`config.mk`:
```
export PLATFORM = sky130hd
export DESIGN_NAME = pe_conv_sched_flat
export DESIGN_NICKNAME = d
export VERILOG_FILES = /design/src/rtl/pe_pkg.sv /design/src/rtl/pe_conv_sched_if.sv /design/src/rtl/pe_strobe_delay.sv /design/src/rtl/pe_conv_sched.sv /design/src/flat_wrapper.sv
export SDC_FILE = /design/constraint.sdc
export NUM_CORES = 1
export LEC_CHECK = 0
export ABC_AREA = 1
export CAP_MARGIN = 15
export CORE_MARGIN = 10
export CORE_UTILIZATION = 60
export CTS_BUF_LIST = sky130_fd_sc_hd__clkbuf_2 sky130_fd_sc_hd__clkbuf_4 sky130_fd_sc_hd__clkbuf_8
export CTS_CLUSTER_DIAMETER = 40
export DETAILED_ROUTE_END_ITERATION = 10
export HOLD_SLACK_MARGIN = 0.15
export PLACE_DENSITY = 0.81
export REMOVE_ABC_BUFFERS = 1
export SYNTH_ARGS = -nofsm -noshare
export SYNTH_HDL_FRONTEND = slang
export SYNTH_SLANG_ARGS = --single-unit
```
`constraint.sdc`:
```
create_clock -name clk -period 5.82 [get_ports clk]
set_clock_uncertainty 0.05 [all_clocks]
set_input_delay 1.164 -clock clk [delete_from_list [all_inputs] [get_ports clk]]
set_output_delay 1.164 -clock clk [all_outputs]
set_load 0.02 [all_outputs]
```
`src/rtl/pe_pkg.sv`:
```
// Shared constants and FSM state type for the 5x5 convolution PE sequencer.
package pe_pkg;

    localparam int KNL_SIZE_DEF = 5;
    localparam int PIPE_LAT_DEF = 2;
    localparam int TAPS         = KNL_SIZE_DEF * KNL_SIZE_DEF;

    typedef enum logic [2:0] {
        IDLE,
        ISSUE,
        DRAIN,
        WAIT_OUT,
        FIN
    } state_e;

endpackage

```
`src/rtl/pe_conv_sched_if.sv`:
```
// Operand-read bus, accumulator strobes and window-result handshake of the PE sequencer.
interface pe_conv_sched_if #(
    parameter int DIM_W   = 8,
    parameter int ADDR_W  = 12,
    parameter int WADDR_W = 5
);
    logic               tap_valid;
    logic [ADDR_W-1:0]  pix_addr;
    logic [WADDR_W-1:0] wgt_addr;
    logic               acc_clr;
    logic               acc_en;
    logic               acc_last;
    logic               out_valid;
    logic               out_ready;
    logic [DIM_W-1:0]   out_row;
    logic [DIM_W-1:0]   out_col;

    modport master (
        output tap_valid, pix_addr, wgt_addr,
        output acc_clr, acc_en, acc_last,
        output out_valid, out_row, out_col,
        input  out_ready
    );

    modport slave (
        input  tap_valid, pix_addr, wgt_addr,
        input  acc_clr, acc_en, acc_last,
        input  out_valid, out_row, out_col,
        output out_ready
    );
endinterface

```
`src/rtl/pe_strobe_delay.sv`:
```
// Purpose: aligns accumulator strobes {en, clr, last} with the read+multiply pipeline.
// Latency: exactly LAT cycles. Backpressure: none, free-running shift register.
module pe_strobe_delay #(
    parameter int LAT = 2
) (
    input  logic clk,
    input  logic rst_n,
    input  logic en_i,
    input  logic clr_i,
    input  logic last_i,
    output logic en_o,
    output logic clr_o,
    output logic last_o
);
    logic [2:0] pipe_q [LAT];

    always_ff @(posedge clk or negedge rst_n) begin
        if (!rst_n) begin
            for (int i = 0; i < LAT; i++) pipe_q[i] <= '0;
        end else begin
            pipe_q[0] <= {en_i, clr_i, last_i};
            for (int i = 1; i < LAT; i++) pipe_q[i] <= pipe_q[i-1];
        end
    end

    assign {en_o, clr_o, last_o} = pipe_q[LAT-1];

endmodule

```
`src/rtl/pe_conv_sched.sv`:
```
// Purpose: walks every valid 5x5 window, issuing one operand-read tap per cycle.
// Latency: first tap 1 cycle after start; K^2+PIPE_LAT+1 cycles per window.
// Backpressure: a stalled result (out_ready low) freezes the whole schedule.
module pe_conv_sched
    import pe_pkg::*;
#(
    parameter int KNL_SIZE = KNL_SIZE_DEF,
    parameter int DIM_W    = 8,
    parameter int ADDR_W   = 12,
    parameter int WADDR_W  = 5,
    parameter int PIPE_LAT = PIPE_LAT_DEF
) (
    input  logic             clk,
    input  logic             rst_n,
    input  logic             start,
    input  logic [DIM_W-1:0] img_w,
    input  logic [DIM_W-1:0] img_h,
    output logic             busy,
    output logic             done,
    output logic             cfg_err,
    pe_conv_sched_if.master  bus
);
    localparam int N_TAPS = KNL_SIZE * KNL_SIZE;
    localparam int KC_W   = (KNL_SIZE > 1) ? $clog2(KNL_SIZE) : 1;
    localparam int DRN_W  = $clog2(PIPE_LAT + 1);
    localparam int PROD_W = 2 * DIM_W + 1;

    localparam logic [DIM_W-1:0]   K_DIM    = DIM_W'(KNL_SIZE);
    localparam logic [KC_W-1:0]    KC_LAST  = KC_W'(KNL_SIZE - 1);
    localparam logic [WADDR_W-1:0] TAP_LAST = WADDR_W'(N_TAPS - 1);
    localparam logic [DRN_W-1:0]   DRN_LAST = DRN_W'(PIPE_LAT - 1);
    localparam logic [PROD_W-1:0]  MAX_PIX  = PROD_W'(2 ** ADDR_W);

    state_e             state_q, state_d;
    logic [DIM_W-1:0]   w_q, w_d, h_q, h_d;
    logic [DIM_W-1:0]   orow_q, orow_d, ocol_q, ocol_d;
    logic [ADDR_W-1:0]  obase_q, obase_d;
    logic [ADDR_W-1:0]  roff_q, roff_d;
    logic [KC_W-1:0]    kc_q, kc_d;
    logic [WADDR_W-1:0] tap_q, tap_d;
    logic [DRN_W-1:0]   drn_q, drn_d;
    logic               err_q, err_d;

    logic               tap_vld;
    logic [PROD_W-1:0]  prod;
    logic               cfg_bad;

    assign prod    = PROD_W'(img_w) * PROD_W'(img_h);
    assign cfg_bad = (img_w < K_DIM) || (img_h < K_DIM) || (prod > MAX_PIX);

    always_comb begin
        state_d   = state_q;
        w_d       = w_q;
        h_d       = h_q;
        orow_d    = orow_q;
        ocol_d    = ocol_q;
        obase_d   = obase_q;
        roff_d    = roff_q;
        kc_d      = kc_q;
        tap_d     = tap_q;
        drn_d     = drn_q;
        err_d     = err_q;
        tap_vld   = 1'b0;
        busy      = 1'b0;
        done      = 1'b0;

        unique case (state_q)
            IDLE: begin
                if (start) begin
                    w_d     = img_w;
                    h_d     = img_h;
                    orow_d  = '0;
                    ocol_d  = '0;
                    obase_d = '0;
                    roff_d  = '0;
                    kc_d    = '0;
                    tap_d   = '0;
                    err_d   = cfg_bad;
                    state_d = cfg_bad ? FIN : ISSUE;
                end
            end
            ISSUE: begin
                busy    = 1'b1;
                tap_vld = 1'b1;
                if (tap_q == TAP_LAST) begin
                    tap_d   = '0;
                    kc_d    = '0;
                    roff_d  = '0;
                    drn_d   = '0;
                    state_d = DRAIN;
                end else begin
                    tap_d = tap_q + 1'b1;
                    // Row offset steps by one image row each time kc wraps.
                    if (kc_q == KC_LAST) begin
                        kc_d   = '0;
                        roff_d = roff_q + ADDR_W'(w_q);
                    end else begin
                        kc_d = kc_q + 1'b1;
                    end
                end
            end
            DRAIN: begin
                busy = 1'b1;
                if (drn_q == DRN_LAST) state_d = WAIT_OUT;
                else                   drn_d   = drn_q + 1'b1;
            end
            WAIT_OUT: begin
                busy = 1'b1;
                if (bus.out_ready) begin
                    if (ocol_q == w_q - K_DIM) begin
                        ocol_d = '0;
                        if (orow_q == h_q - K_DIM) begin
                            orow_d  = '0;
                            obase_d = '0;
                            state_d = FIN;
                        end else begin
                            orow_d  = orow_q + 1'b1;
                            obase_d = obase_q + ADDR_W'(w_q);
                            state_d = ISSUE;
                        end
                    end else begin
                        ocol_d  = ocol_q + 1'b1;
                        state_d = ISSUE;
                    end
                end
            end
            FIN: begin
                done    = 1'b1;
                state_d = IDLE;
            end
            default: state_d = IDLE;
        endcase
    end

    always_ff @(posedge clk or negedge rst_n) begin
        if (!rst_n) begin
            state_q <= IDLE;
            w_q     <= '0;
            h_q     <= '0;
            orow_q  <= '0;
            ocol_q  <= '0;
            obase_q <= '0;
            roff_q  <= '0;
            kc_q    <= '0;
            tap_q   <= '0;
            drn_q   <= '0;
            err_q   <= 1'b0;
        end else begin
            state_q <= state_d;
            w_q     <= w_d;
            h_q     <= h_d;
            orow_q  <= orow_d;
            ocol_q  <= ocol_d;
            obase_q <= obase_d;
            roff_q  <= roff_d;
            kc_q    <= kc_d;
            tap_q   <= tap_d;
            drn_q   <= drn_d;
            err_q   <= err_d;
        end
    end

    assign cfg_err       = err_q;
    assign bus.tap_valid = tap_vld;
    assign bus.pix_addr  = tap_vld ? (obase_q + ADDR_W'(ocol_q) + roff_q + ADDR_W'(kc_q)) : '0;
    assign bus.wgt_addr  = tap_vld ? tap_q : '0;
    assign bus.out_valid = (state_q == WAIT_OUT);
    assign bus.out_row   = orow_q;
    assign bus.out_col   = ocol_q;

    pe_strobe_delay #(
        .LAT (PIPE_LAT)
    ) u_strobe_delay (
        .clk    (clk),
        .rst_n  (rst_n),
        .en_i   (tap_vld),
        .clr_i  (tap_vld && (tap_q == '0)),
        .last_i (tap_vld && (tap_q == TAP_LAST)),
        .en_o   (bus.acc_en),
        .clr_o  (bus.acc_clr),
        .last_o (bus.acc_last)
    );

endmodule

```
`src/flat_wrapper.sv`:
```
// flat-port wrapper written by rule: the top's interface ports become plain ports
module pe_conv_sched_flat import pe_pkg::*;
#(
    parameter int KNL_SIZE = KNL_SIZE_DEF,
    parameter int DIM_W    = 8,
    parameter int ADDR_W   = 12,
    parameter int WADDR_W  = 5,
    parameter int PIPE_LAT = PIPE_LAT_DEF
)
  (clk, rst_n, start, img_w, img_h, busy, done, cfg_err, bus_tap_valid, bus_pix_addr, bus_wgt_addr, bus_acc_clr, bus_acc_en, bus_acc_last, bus_out_valid, bus_out_row, bus_out_col, bus_out_ready);
  pe_conv_sched_if #(.DIM_W(DIM_W), .ADDR_W(ADDR_W), .WADDR_W(WADDR_W)) bus_i ();
  input  logic clk;
  input  logic rst_n;
  input  logic start;
  input  logic [DIM_W-1:0] img_w;
  input  logic [DIM_W-1:0] img_h;
  output logic busy;
  output logic done;
  output logic cfg_err;
  output wire logic [$bits(bus_i.tap_valid)-1:0] bus_tap_valid;
  output wire logic [$bits(bus_i.pix_addr)-1:0] bus_pix_addr;
  output wire logic [$bits(bus_i.wgt_addr)-1:0] bus_wgt_addr;
  output wire logic [$bits(bus_i.acc_clr)-1:0] bus_acc_clr;
  output wire logic [$bits(bus_i.acc_en)-1:0] bus_acc_en;
  output wire logic [$bits(bus_i.acc_last)-1:0] bus_acc_last;
  output wire logic [$bits(bus_i.out_valid)-1:0] bus_out_valid;
  output wire logic [$bits(bus_i.out_row)-1:0] bus_out_row;
  output wire logic [$bits(bus_i.out_col)-1:0] bus_out_col;
  input wire logic [$bits(bus_i.out_ready)-1:0] bus_out_ready;
  assign bus_tap_valid = bus_i.tap_valid;
  assign bus_pix_addr = bus_i.pix_addr;
  assign bus_wgt_addr = bus_i.wgt_addr;
  assign bus_acc_clr = bus_i.acc_clr;
  assign bus_acc_en = bus_i.acc_en;
  assign bus_acc_last = bus_i.acc_last;
  assign bus_out_valid = bus_i.out_valid;
  assign bus_out_row = bus_i.out_row;
  assign bus_out_col = bus_i.out_col;
  assign bus_i.out_ready = bus_out_ready;
  pe_conv_sched #(.KNL_SIZE(KNL_SIZE), .DIM_W(DIM_W), .ADDR_W(ADDR_W), .WADDR_W(WADDR_W), .PIPE_LAT(PIPE_LAT)) u_core (.clk(clk), .rst_n(rst_n), .start(start), .img_w(img_w), .img_h(img_h), .busy(busy), .done(done), .cfg_err(cfg_err), .bus(bus_i));
endmodule
```
==> impl_results.md <==
* Status: finished, final reports clean
* Cells after Synth at 1117
* Area growth, synth to finish at 12.6%
* Clock Latency Late Sink at 370 ps
* Die Area at 18400 µm²
* Post-Synthesis Cell Area at 8040 µm²
* Post-CTS resize count at 0
* WL met2 at 9180 µm
* Synthesized area per cell at 7.20 µm²
* CP max-delay cell: clkdlybuf4s50_1
* Minimum clock period at 5300 ps
* Post-DR wirelength/cell at 13.4 µm
* CP cell instances: clkdlybuf4s50_1, nand2_1, fa_1, fa_1, inv_1, fa_1, inv_1, fa_1, inv_1, ha_1, nand2_1, nor2_1, nand2_1, nand3_1, nand2_1, nand2_1, nand2_1, nor2_1, nand2_1, nand2_1, nand3_1, nand2_1, nand2_1, nand2_1
* F_max at 189 MHz
* Max Cap Violations at 0
* Clk slew on worst S/H paths at 90 ps
* FP Rows at 42
* Tcrit/Tclk final at 91.1%
* Synth Warn # at 0
* First-pass GRT wire length at 30700 µm
* GPL Wtd Cong at 0.930
* Iter 0 DRT Violations at 476
* CP Data Arrival Time at 5560 ps
* Overflow after GRT at 0
* CTS Sinks at 76
* Max-slew violation count at 0
* Post-synthesis cell type count at 37
* Final net count at 1329
* Setup WS pre-CTS at 138 ps
* Fin Setup TNS at 0 ps
* CTS Buf Count at 9
* EDFF count, synth at 0
* Crit start category: input pin
* Clock buffer depth at 2
* Hold buffers post-CTS at 0
* Crit Path Max Fanout at 9
* Max VDD drop at 0.178 mV
* Ports at 61
* TritonRoute pass-1 iters at 5
* WP data required at 6080 ps
* Port Buf Inserts at 60
* Ys async rst share at 100%
* Hold Path Class: reg2reg
* WL met3 at 846 µm
* R2r startpoint: u_core.w_q[1]$_DFFE_PN0P_
* Routed wire length at 18200 µm
* Share of the synthesized area in the top cell type at 23.7%
* Placed cell areas at 8850 µm²
* WP buf/inv at 4
* Via Count at 7090
* Routed length on met1 at 7750 µm
* Cell taking the most area after synthesis: dfrtp_1
* Pwr dens at 358 nW/µm²
* Relative slew margins at 36.4%
* # Post-CTS Setup Buffers at 0
* Drt drc at 0
* Hold path startpoint: u_core.u_strobe_delay.pipe_q[5]$_DFF_PN0_
* Die width at 136 µm
* Final hold violation count at 0
* Tightest Pin Transition at 954 ps
* Drt via density at 5.22
* Largest net degree at the start of global routing at 77
* Register area at 1900 µm²
* Die Height at 136 µm
* Reg2Reg Setup Slack at 3240 ps
* Antenna violations before repair at 0
* CTS HTree Levels at 3
* Final HPWL DP at 14700 µm
* Fillers at 1087
* Sequential fraction of the synthesis area at 23.7%
* Final hold slack at 308 ps
* Top layer used by detailed routing: met4
* Tot GR Track Use at 20.2%
* Element type at the critical path end: flip-flop
* Main synth FF type: dfrtp_1
* Most used cell, CP: nand2_1
* Layout cells sized above 1 at 5.25%
* PnR worst setup slack at 517 ps
* Starting Density at 60.9%
* Post-synthesis register bit count at 76
* Top area cells in the synthesized netlist: dfrtp_1 (24%), nand2_1 (15%), ha_1 (13%)
* Multi-input logic area at 5210 µm²
* Core Area at 13200 µm²
* Critical Path Max Stage Delay at 650 ps
* Crit Path Class: in2reg
* Remaining antenna violation count after routing at 0
* CTS root buf: clkbuf_8
* Cell family with most CP delay: adder cells
* Worst Setup SP: img_h[7]
* Number of diodes at 0
* Fin area at 9050 µm²
* Vias in the first global route at 6654
* Final setup violating endpoints at 0
* Final core utilization at 68.6%
* Leakage at 5.05 nW
* RSZ-0062 raised after global routing: false
* CTS tree: done
-- layout make-up --
| class | count | area share (%) |
|---|---|---|
| timing repair buffer | 74 | 7.77 |
| inverter | 215 | 8.98 |
| clock buffer | 9 | 1.37 |
| sequential | 76 | 21.0 |
| multi-input combinational | 801 | 57.5 |
| tap | 176 | 2.43 |
| clock inverter | 7 | 0.898 |
-- stage by stage --
step | power (W) | std cells
6_report | 0.00324 | 1358
2_1_floorplan | 0.00230 | 1092
3_3_place_gp | 0.00277 | 1342
3_5_place_dp | 0.00283 | 1342
4_1_cts | 0.00326 | 1358
5_1_grt | 0.00359 | 1358
-- power breakdown --
part	switching, W	internal [W]
combinational	0.00121	0.000765
clock	0.000220	0.000206
sequential	0.000187	0.000659
total	0.00162	0.00163
-- flip-flops by register name, indices dropped and copies added, names as in the netlist --
register	flops
u_core.obase_q	12
u_core.roff_q	12
u_core.bus.out_col	8
u_core.bus.out_row	8
u_core.h_q	8
u_core.w_q	8
u_core.tap_q	5
u_core.kc_q	3
u_core.state_q	3
u_core.u_strobe_delay.pipe_q	3
u_core.drn_q	2
u_core.cfg_err	1
u_core.u_strobe_delay.clr_o	1
u_core.u_strobe_delay.en_o	1
u_core.u_strobe_delay.last_o	1
-- per-layer routing --
layer / track usage [%] / up-vias
li1: - / 3592
met1: 25.0 / 3334
met2: 35.4 / 140
met3: 3.04 / 24
met4: 6.28 / 0
met5: 0 / -
-- cells in the final DEF, fill, tap and decap left out, types with 3 or more instances in the layout --
| cell type | netlist | routed |
|---|---|---|
| nand2_1 | 322 | 322 |
| inv_1 | 206 | 206 |
| ha_1 | 83 | 83 |
| dfrtp_1 | 76 | 76 |
| nor2_1 | 70 | 70 |
| nand3_1 | 62 | 62 |
| clkdlybuf4s50_1 | 0 | 59 |
| fa_1 | 49 | 49 |
| a21oi_1 | 47 | 47 |
| o21ai_0 | 45 | 45 |
| xor2_1 | 25 | 25 |
| xnor2_1 | 23 | 23 |
| buf_4 | 1 | 15 |
| nand4_1 | 14 | 14 |
| nor3_1 | 9 | 9 |
| clkbuf_8 | 0 | 9 |
| o21ai_1 | 8 | 8 |
| nor2_2 | 7 | 7 |
| inv_2 | 6 | 6 |
| o21bai_1 | 4 | 4 |
| a31oi_1 | 3 | 3 |
| nand2_4 | 3 | 3 |
| or2_2 | 3 | 3 |
| o21ai_2 | 3 | 3 |
| nand3b_1 | 3 | 3 |
| o22ai_1 | 3 | 3 |
| inv_6 | 0 | 3 |
-- cells by family after synthesis --
kind of cell / synth area share (%)
xor+xnor: 5.23
fa+ha+maj: 25.1
buf+inv: 11.5
simple gates: 26.2
flops: 23.7
compound gates: 8.28
-- cells in the mapped netlist, types with 3 or more instances --
cell,instances
o21ai_0,45
or2_2,3
nor2_2,7
inv_2,6
xor2_1,25
nand2_4,3
nand2_1,322
a31oi_1,3
o22ai_1,3
nand3_1,62
nor2_1,70
inv_1,206
a21oi_1,47
nand3b_1,3
xnor2_1,23
fa_1,49
clkbuf_1,22
ha_1,83
nor3_1,9
o21ai_1,8
o21bai_1,4
dfrtp_1,76
nand4_1,14
o21ai_2,3
-- final timing paths --
kind | cells after the start | end
worst max-delay path | 24 | u_core.state_q[0]$_DFFE_PN0P_
worst min-delay path | 0 | u_core.u_strobe_delay.en_o$_DFF_PN0_
worst max register to register | 16 | u_core.obase_q[2]$_DFFE_PN0P_
worst min register to register | 0 | u_core.u_strobe_delay.en_o$_DFF_PN0_
max in group asynchronous | 1 | u_core.bus.out_row[3]$_DFFE_PN0P_
min in group asynchronous | 1 | u_core.u_strobe_delay.en_o$_DFF_PN0_
(Power assumes the default switching activity.)
